===== src/rtl/axi_vdma_pkg.sv =====
// Shared constants and state encoding for the VDMA write-burst controller.
package axi_vdma_pkg;

  localparam int BYTES_PER_BEAT = 32;
  localparam int BOUNDARY_4K    = 4096;

  typedef enum logic [2:0] {
    IDLE      = 3'd0,
    WAIT_DATA = 3'd1,
    REQ       = 3'd2,
    WAIT_DONE = 3'd3,
    DONE      = 3'd4,
    ERR       = 3'd5
  } vdma_state_e;

endpackage


===== src/rtl/axi_vdma_watchdog.sv =====
// Per-burst watchdog: counts enabled cycles since the last clear, flags TIMEOUT.
module axi_vdma_watchdog #(
  parameter int TIMEOUT = 65535
) (
  input  logic axi_aclk,
  input  logic axi_resetn,
  input  logic clear,
  input  logic enable,
  output logic expired
);

  localparam int CW = $clog2(TIMEOUT + 1);

  logic [CW-1:0] count;

  assign expired = (count == CW'(TIMEOUT));

  // Parks at TIMEOUT so a late expiry cannot wrap back to zero.
  always_ff @(posedge axi_aclk or negedge axi_resetn) begin
    if (!axi_resetn) begin
      count <= '0;
    end else if (clear) begin
      count <= '0;
    end else if (enable && !expired) begin
      count <= count + 1'b1;
    end
  end

endmodule


===== src/rtl/axi_vdma_wr_burst_ctrl.sv =====
// Splits a video frame into AXI write bursts that never cross 4 KB,
// gated on upstream FIFO fill and guarded by a per-burst watchdog.
module axi_vdma_wr_burst_ctrl
  import axi_vdma_pkg::*;
#(
  parameter int ASIZE     = 32,
  parameter int LSIZE     = 10,
  parameter int CSIZE     = 24,
  parameter int FSIZE     = 12,
  parameter int BURST_LEN = 256,
  parameter int TIMEOUT   = 65535
) (
  input  logic             axi_aclk,
  input  logic             axi_resetn,
  input  logic             frame_start,
  input  logic [ASIZE-1:0] frame_base,
  input  logic [CSIZE-1:0] frame_beats,
  input  logic [FSIZE-1:0] fifo_count,
  output logic             frame_busy,
  output logic             frame_done,
  output logic             frame_err,
  output logic             write_req,
  output logic [LSIZE-1:0] req_len,
  output logic [ASIZE-1:0] req_addr,
  input  logic             req_resp,
  input  logic             req_done
);

  // state     | meaning
  // IDLE      | no frame, waiting for frame_start
  // WAIT_DATA | waiting for FIFO to hold next_len beats
  // REQ       | write_req asserted, waiting for req_resp
  // WAIT_DONE | burst issued, waiting for req_done
  // DONE      | frame_done pulse
  // ERR       | frame_err pulse after watchdog expiry

  vdma_state_e      state_q, state_d;
  logic [ASIZE-1:0] cur_addr, addr_nxt;
  logic [CSIZE-1:0] remaining, rem_nxt;
  logic [LSIZE-1:0] next_len;
  logic             enter_req;
  logic             wd_en, wd_expired;
  logic             write_req_d, frame_busy_d, frame_done_d, frame_err_d;

  function automatic logic [LSIZE-1:0] calc_len(input logic [11:0]      offs,
                                                input logic [CSIZE-1:0] rem);
    logic [12:0] room_beats;
    logic [31:0] lim;
    room_beats = (13'(BOUNDARY_4K) - {1'b0, offs}) / 13'(BYTES_PER_BEAT);
    lim = 32'(BURST_LEN);
    if (32'(room_beats) < lim) lim = 32'(room_beats);
    if (32'(rem) < lim) lim = 32'(rem);
    return LSIZE'(lim);
  endfunction

  assign addr_nxt  = cur_addr + ASIZE'(req_len) * ASIZE'(BYTES_PER_BEAT);
  assign rem_nxt   = remaining - CSIZE'(req_len);
  assign enter_req = (state_d == REQ) && (state_q != REQ);
  assign wd_en     = (state_q == REQ) || (state_q == WAIT_DONE);

  axi_vdma_watchdog #(
    .TIMEOUT (TIMEOUT)
  ) u_watchdog (
    .axi_aclk   (axi_aclk),
    .axi_resetn (axi_resetn),
    .clear      (enter_req),
    .enable     (wd_en),
    .expired    (wd_expired)
  );

  always_ff @(posedge axi_aclk or negedge axi_resetn) begin
    if (!axi_resetn) begin
      state_q <= IDLE;
    end else begin
      state_q <= state_d;
    end
  end

  // A completing burst wins over a watchdog expiry in the same cycle.
  always_comb begin
    state_d = state_q;
    case (state_q)
      IDLE: begin
        if (frame_start) state_d = (frame_beats == '0) ? DONE : WAIT_DATA;
      end
      WAIT_DATA: begin
        if (32'(fifo_count) >= 32'(next_len)) state_d = REQ;
      end
      REQ: begin
        if (wd_expired)    state_d = ERR;
        else if (req_resp) state_d = WAIT_DONE;
      end
      WAIT_DONE: begin
        if (req_done)        state_d = (rem_nxt == '0) ? DONE : WAIT_DATA;
        else if (wd_expired) state_d = ERR;
      end
      DONE:    state_d = IDLE;
      ERR:     state_d = IDLE;
      default: state_d = IDLE;
    endcase
  end

  always_comb begin
    write_req_d  = (state_d == REQ);
    frame_busy_d = (state_d != IDLE);
    frame_done_d = (state_d == DONE);
    frame_err_d  = (state_d == ERR);
  end

  always_ff @(posedge axi_aclk or negedge axi_resetn) begin
    if (!axi_resetn) begin
      write_req  <= 1'b0;
      frame_busy <= 1'b0;
      frame_done <= 1'b0;
      frame_err  <= 1'b0;
    end else begin
      write_req  <= write_req_d;
      frame_busy <= frame_busy_d;
      frame_done <= frame_done_d;
      frame_err  <= frame_err_d;
    end
  end

  // next_len is recomputed alongside every cur_addr/remaining update so it is
  // already valid on the first WAIT_DATA cycle.
  always_ff @(posedge axi_aclk or negedge axi_resetn) begin
    if (!axi_resetn) begin
      cur_addr  <= '0;
      remaining <= '0;
      next_len  <= '0;
      req_len   <= '0;
      req_addr  <= '0;
    end else begin
      if (state_q == IDLE && frame_start) begin
        cur_addr  <= frame_base;
        remaining <= frame_beats;
        next_len  <= calc_len(frame_base[11:0], frame_beats);
      end
      if (enter_req) begin
        req_len  <= next_len;
        req_addr <= cur_addr;
      end
      if (state_q == WAIT_DONE && req_done) begin
        cur_addr  <= addr_nxt;
        remaining <= rem_nxt;
        next_len  <= calc_len(addr_nxt[11:0], rem_nxt);
      end
    end
  end

endmodule


===== config.mk =====
export PLATFORM = sky130hd
export DESIGN_NAME = axi_vdma_wr_burst_ctrl
export DESIGN_NICKNAME = d
export VERILOG_FILES = /design/src/rtl/axi_vdma_pkg.sv /design/src/rtl/axi_vdma_watchdog.sv /design/src/rtl/axi_vdma_wr_burst_ctrl.sv
export SDC_FILE = /design/constraint.sdc
export NUM_CORES = 1
export LEC_CHECK = 0
export ABC_AREA = 1
export CAP_MARGIN = 15
export CORE_ASPECT_RATIO = 1.75
export CORE_MARGIN = 3
export CORE_UTILIZATION = 40
export DETAILED_ROUTE_END_ITERATION = 10
export DONT_BUFFER_PORTS = 1
export HOLD_SLACK_MARGIN = 0.05
export SYNTH_ARGS = -nofsm -noshare
export SYNTH_HDL_FRONTEND = slang
export SYNTH_HIERARCHICAL = 1
export SYNTH_SLANG_ARGS = --single-unit

===== constraint.sdc =====
create_clock -name axi_aclk -period 3 [get_ports axi_aclk]
set_input_delay 0.6 -clock axi_aclk [delete_from_list [all_inputs] [get_ports axi_aclk]]
set_output_delay 0.6 -clock axi_aclk [all_outputs]
set_load 0.01 [all_outputs]

==> results of run 1 <==
-- per-stage QoR --
stage / setup WS, ps / TNS (ps) / total power [uW]
3_5_place_dp: -318 / -2420 / 10900
3_3_place_gp: -226 / -1660 / 10700
6_report: -154 / -1140 / 13900
2_1_floorplan: -143 / -1060 / 7840
5_1_grt: -337 / -3480 / 15100
4_1_cts: -168 / -1270 / 13200
-- state kept, by name, summed over array words and instances (netlist names) --
| register | count |
|---|---|
| remaining | 24 |
| write_req | 1 |
| u_watchdog/count | 16 |
| state_q | 3 |
| frame_err | 1 |
| req_addr | 32 |
| frame_busy | 1 |
| frame_done | 1 |
| next_len | 10 |
| cur_addr | 32 |
| req_len | 10 |
-- worst paths after layout --
check | slack [ps] | from | to | cells past startpoint
max in group asynchronous | 2870 | axi_resetn | u_watchdog/count[3] | 0
setup / recovery | -150 | cur_addr[5] | next_len[4] | 20
min in group axi_aclk | 270 | frame_base[0] | cur_addr[0] | 2
setup reg to reg | -150 | cur_addr[5] | next_len[4] | 20
hold reg to reg | 500 | remaining[0] | remaining[0] | 2
hold / removal | -140 | axi_resetn | remaining[10] | 0
-- worst max-delay path: stages (launching register included) --
cell      delay (ps)
dfrtp_1          360
ha_2             190
inv_2             40
fa_2             520
inv_1             50
or2_4            260
nor2_4           100
nand2_4           70
nor2_4           110
nand3_2          130
nand2_2          130
ha_4             200
nand2_1           60
nor2_1            50
a211oi_2         170
nand2_2          150
nor2_8           180
nand2_4          100
nand2_1           80
nand3_1           60
nand2_1           80
-- layout make-up --
type	count	area [um2]
Fill cell	2188	11000
Multi-Input combinational cell	942	5080
Sequential cell	131	3280
Timing Repair Buffer	109	831
Inverter	168	631
Clock buffer	20	457
Tap cell	292	365
Clock inverter	11	153
-- cell families (layout without fill, tap and decap cells) --
family | Yosys count | count (layout) | share of synthesized area
simple gates | 700 | 701 | 0.338
buf+inv | 202 | 308 | 0.0877
fa+ha+maj | 47 | 47 | 0.0675
compound gates | 175 | 175 | 0.121
flops | 131 | 131 | 0.367
xor+xnor | 19 | 19 | 0.0186
-- layout by cell type, fill, tap and decap left out, types with 3 or more instances in the layout --
cell	n
nand3b_1	3
a21oi_1	38
nor2_4	8
nor3_1	14
a21boi_0	5
nand3_1	91
o21ai_0	61
clkinvlp_4	3
o21ai_1	5
ha_4	5
bufinv_16	3
nand4_1	21
nor2_1	93
nor4_1	7
o211ai_1	21
a31oi_1	3
buf_4	108
xnor2_1	6
nor3_2	3
inv_1	160
inv_2	7
a21oi_2	6
dfrtp_1	130
ha_1	39
nand2_2	19
nor2_2	9
clkbuf_16	17
o221ai_1	22
nand2_1	417
nand3_2	4
xor2_1	10
-- layer usage --
metal	track usage	vias to the layer above	wire, um
li1	-	4350	-
met1	0.266	4104	11000
met2	0.462	248	15700
met3	0.0585	74	1600
met4	0.104	0	1190
met5	0	-	0
-- power groups by stage --
stage / Clock (uW) / Combinational [uW] / Sequential [uW]
after floorplan: 0 / 4850 / 2990
after global placement: 0 / 7600 / 3120
after detailed placement: 0 / 7730 / 3120
after CTS: 2260 / 7870 / 3100
after global routing: 2330 / 9580 / 3180
final: 2220 / 8580 / 3110
-- repair_timing --
| item | 4_1_cts | 5_1_grt |
|---|---|---|
| pin swaps | 8 | 6 |
| gates cloned | 1 | 0 |
| buffers inserted | 0 | 5 |
| endpoints found under the setup margin | 8 | 14 |
| resized for setup | 5 | 31 |
| endpoints found under the hold margin | 131 | 131 |
==> results.txt, run 1 <==
outcome = complete, but fails checks
failing checks = negative hold slack, negative setup slack
area grow syn2layout = 20.9%
max_slew headroom = 0.536
Setup WS post-layout = -154 ps
unrepaired setup endpoints after global routing = true
Placed Area = 9950 um2
# DRC = 0
Die ar. = 24,200 um2
Pins Over Slew Limit = 0
Final Hold Fails = 131
CTS tree = done
data arrival time of the worst path = 3530 ps
Die X = 119 um
Post-synth EDFFs = 0
Mapped Nets = 1,394
Req. time, crit path = 3380 ps
antenna violations before repair = 0
Nets = 1,489
Post-Syn Area = 8930 um2
crit share post-route = 1.05
MaxCap Viol Count = 0
drt pass-1 iters = 6
H-tree Lvls = 4
clock net sink count = 131
post-synthesis sequential area ratio = 0.367
Worst Path Max Fanout = 8
top-area cell type share of the netlist area = 0.367
Commonest cells post-synth = nand2_1, inv_1, dfrtp_1
clock skew = 9.29 ps
DP Cell Count = 1,636
Hold WC Path Type = in -> async
Pint = 7370 uW
core area = 21,800 um2
DRT antenna net count = 0
Final HPWL DP = 22,400 um
FP Rows = 71
Distinct cells, synth = 49
switch share = 0.470
async set-reset flop share out of synthesis = 1.00
synth top area cells = dfrtp_1, nand2_1, inv_1
Setup CP Type = reg -> reg
CTS buffer count = 17
Die Ht = 204 um
Clock Latency Late Sink = 440 ps
peak supply drop = 0.000549 V
crit start category = flop
RePlAce Congestion = 0.917
logic gate share of total power = 0.617
IO buf count = 0
most numerous cell in the Yosys netlist = nand2_1
clock slew at reported path FFs = 60 ps
synth warn = 6
Power per Cell Area = 1290 nW/um2
WL per Instance = 17.6 um
Min Hold Slack = -139 ps
Fmax achieved = 317 MHz
root buf cell = clkbuf_16
Syn Area/Cell = 7.01 um2
Util after Layout = 0.496
final setup vio count = 8
measured slew at the worst slew-check pin = 691 ps
crit path time final = 3150 ps
via count = 8,776
GR Overflow Total = 0
Cells after Synth = 1,274
vias in the first global route = 8,859
final non-filler cell total = 1,673
pin count of the biggest net entering global routing = 132
cell taking the most area after synthesis = dfrtp_1
commonest register cell after synthesis = dfrtp_1
layout cells sized above 1 = 0.158
starting density of the core = 0.410
P_sw = 6540 uW
diode count = 0
wire length of the first global-routing pass = 46,900 um
design area = 10,800 um2
total track usage = 0.248
leakage = 0.00533 uW
Clock Tree Buf Depth = 2
DR iter-0 viols = 572
sequential share of power = 0.224
IO Pins = 119
crit end category = flop
vias per cell = 5.25
final WL = 29,500 um
Yosys reg bits = 131
Clk pwr share = 0.160
No activity file was read; power rests on OpenSTA's default activity.
==> run 2: changes to the inputs <==
- SKIP_LAST_GASP: not set -> 1
==> run 2 against run 1 <==
  * The flow still finishes with violations (negative hold slack, negative setup slack)
  * First-iteration DRC count up 1.0%
  * Count of clock-buffer cells in the layout unchanged
  * Combinational power about the same
  * Power about the same
  * Critical endpoint is now next_len[3]
  * Largest power group unchanged
==> results.txt, run 2 (same netlist as run 1, synthesis figures left out) <==
outcome = complete, but fails checks
failing checks = negative hold slack, negative setup slack
Worst R2R Setup Slack = -170 ps (about the same)
total track usage = 0.248 (unchanged)
r2r startpoint = cur_addr[5]
RePlAce Congestion = 0.917 (unchanged)
layout cells sized above 1 = 0.157 (-0.000724)
unrepaired setup endpoints after global routing = true
Placed Area = 9950 um2 (unchanged)
final setup vio count = 8 (unchanged)
via count = 8,752 (-0.27%)
crit path time final = 3170 ps (+12.6 ps)
clock net sink count = 131 (unchanged)
core area = 21,800 um2 (unchanged)
drt pass-1 iters = 6 (unchanged)
crit end category = flop
DRT antenna net count = 0 (unchanged)
logic gate share of total power = 0.617 (about the same)
CTS tree = done
Pins Over Slew Limit = 0 (unchanged)
Die Ht = 204 um (unchanged)
register area = 3280 um2 (unchanged)
crit start category = flop
Final HPWL DP = 22,400 um (unchanged)
pin count of the biggest net entering global routing = 132 (unchanged)
GR Overflow Total = 0 (unchanged)
DR iter-0 viols = 578 (+1.0%)
GRT met2 Usage = 0.462 (unchanged)
CP startpoint = cur_addr[5]
Req. time, crit path = 3370 ps (about the same)
crit share post-route = 1.06 (+0.00419)
MaxCap Viol Count = 0 (unchanged)
Largest regs = cur_addr: 32 flops, req_addr: 32 flops, remaining: 24 flops
Die X = 119 um (unchanged)
Fmax achieved = 316 MHz (-0.40%)
Die ar. = 24,200 um2 (unchanged)
R2R cell count = 20 (unchanged)
R2R Path End = next_len[3]
IO Pins = 119 (unchanged)
max_slew headroom = 0.527 (-0.00883)
Min Hold Slack = -137 ps (+1.78 ps)
Clk pwr share = 0.160 (about the same)
antenna violations before repair = 0 (unchanged)
diode count = 0 (unchanged)
Setup WS post-layout = -167 ps (-12.6 ps)
area grow syn2layout = 20.9% (about the same)
most frequent cells in the layout = nand2_1, inv_1, dfrtp_1
starting density of the core = 0.410 (unchanged)
vias in the first global route = 8,859 (unchanged)
root buf cell = clkbuf_16
sequential share of power = 0.224 (about the same)
wire length of the first global-routing pass = 46,900 um (unchanged)
leakage = 0.00533 uW (about the same)
vias per cell = 5.23 (-0.27%)
clock skew = 10.3 ps (+1.03 ps)
Power per Cell Area = 1290 nW/um2 (about the same)
P_sw = 6540 uW (about the same)
commonest non-fill, non-tap cell in the layout = nand2_1
Setup CP Type = reg -> reg
FP Rows = 71 (unchanged)
worst setup path endpoint = next_len[3]
clock slew at reported path FFs = 60 ps (about the same)
Worst Path Max Fanout = 8 (unchanged)
met1 GRT Util = 0.266 (unchanged)
final WL = 29,500 um (about the same)
Top Usage Layer GRT = met2
WL per Instance = 17.6 um (about the same)
Nets = 1,489 (unchanged)
switch share = 0.470 (about the same)
Hold WC Path Type = in -> async
IO buf count = 0 (unchanged)
Clock Tree Buf Depth = 2 (unchanged)
data arrival time of the worst path = 3540 ps (about the same)
# DRC = 0 (unchanged)
peak supply drop = 0.000547 V (-0.44%)
H-tree Lvls = 4 (unchanged)
area of the multi-input gates = 5080 um2 (about the same)
design area = 10,800 um2 (about the same)
measured slew at the worst slew-check pin = 705 ps (+13.2 ps)
Pint = 7370 uW (about the same)
met3 Usage GRT = 0.0585 (unchanged)
Final Hold Fails = 131 (unchanged)
fillcell total = 2,188 (unchanged)
Clock Latency Late Sink = 440 ps (about the same)
CTS buffer count = 17 (unchanged)
[run 2: changes by cell type in the layout (fill, tap and decap cells not counted)]
cell     before  now
nand3_2       4    3
nand3_1      91   92
[run 2: power by group through the flow]
stage,Clock [uW],Sequential [uW],Combinational [uW]
6_report,2220,3110,8580
5_1_grt,2330,3180,9570
3_3_place_gp,0,3120,7600
4_1_cts,2260,3100,7860
3_5_place_dp,0,3120,7730
2_1_floorplan,0,2990,4850
[run 2: routing by layer]
layer / part of all wire / vias up
met4: 0.040 / 0
met2: 0.53 / 235
met3: 0.051 / 65
met5: 0 / -
met1: 0.37 / 4104
li1: - / 4348
[run 2: cell type report]
class | count | share of cell area
clock buffers | 20 | 0.0423
well taps | 292 | 0.0338
clock inverters | 11 | 0.0141
repair buffers | 109 | 0.0770
multi-input cells | 942 | 0.470
inverters | 168 | 0.0584
flip-flops and latches | 131 | 0.304
[run 2: metrics by stage]
step                 util  setup slack [ps]  setup TNS (ps)  instances  power (uW)
finish              0.496              -167           -1200       1673       13900
global route        0.496              -336           -3490       1673       15100
CTS                 0.486              -176           -1280       1668       13200
detailed placement  0.457              -318           -2420       1636       10900
global placement    0.457              -226           -1660       1636       10700
floorplan               -              -143           -1060       1274        7840
[run 2: what timing repair did]
| item | CTS | global route |
|---|---|---|
| setup endpoints to repair | 8 | 14 |
| hold endpoints to repair | 131 | 131 |
| cloned | 1 | 0 |
| gates resized for setup | 4 | 31 |
| setup buffers | 0 | 5 |
| pin swaps | 8 | 6 |
[run 2: worst max-delay path, cell delays in order (launching register included)]
cell,delay (ps)
dfrtp_1,360
ha_2,190
inv_2,40
fa_2,520
inv_1,50
or2_4,260
nor2_4,100
nand2_4,70
nor2_4,110
nand3_2,130
nand2_2,140
ha_4,200
nand2_1,60
nor2_1,50
a211oi_2,170
nand2_2,150
nor2_8,180
nand2_4,100
nand2_1,70
nand3_1,80
nand2_1,80
[run 2: worst min-delay path by stage]
stage	to	startpoint	cells after the start
after global routing	remaining[10]	axi_resetn	0
after CTS	remaining[20]	axi_resetn	0
after floorplan	cur_addr[0]	axi_resetn	0
after global placement	remaining[10]	axi_resetn	0
final	remaining[10]	axi_resetn	0
after detailed placement	remaining[10]	axi_resetn	0
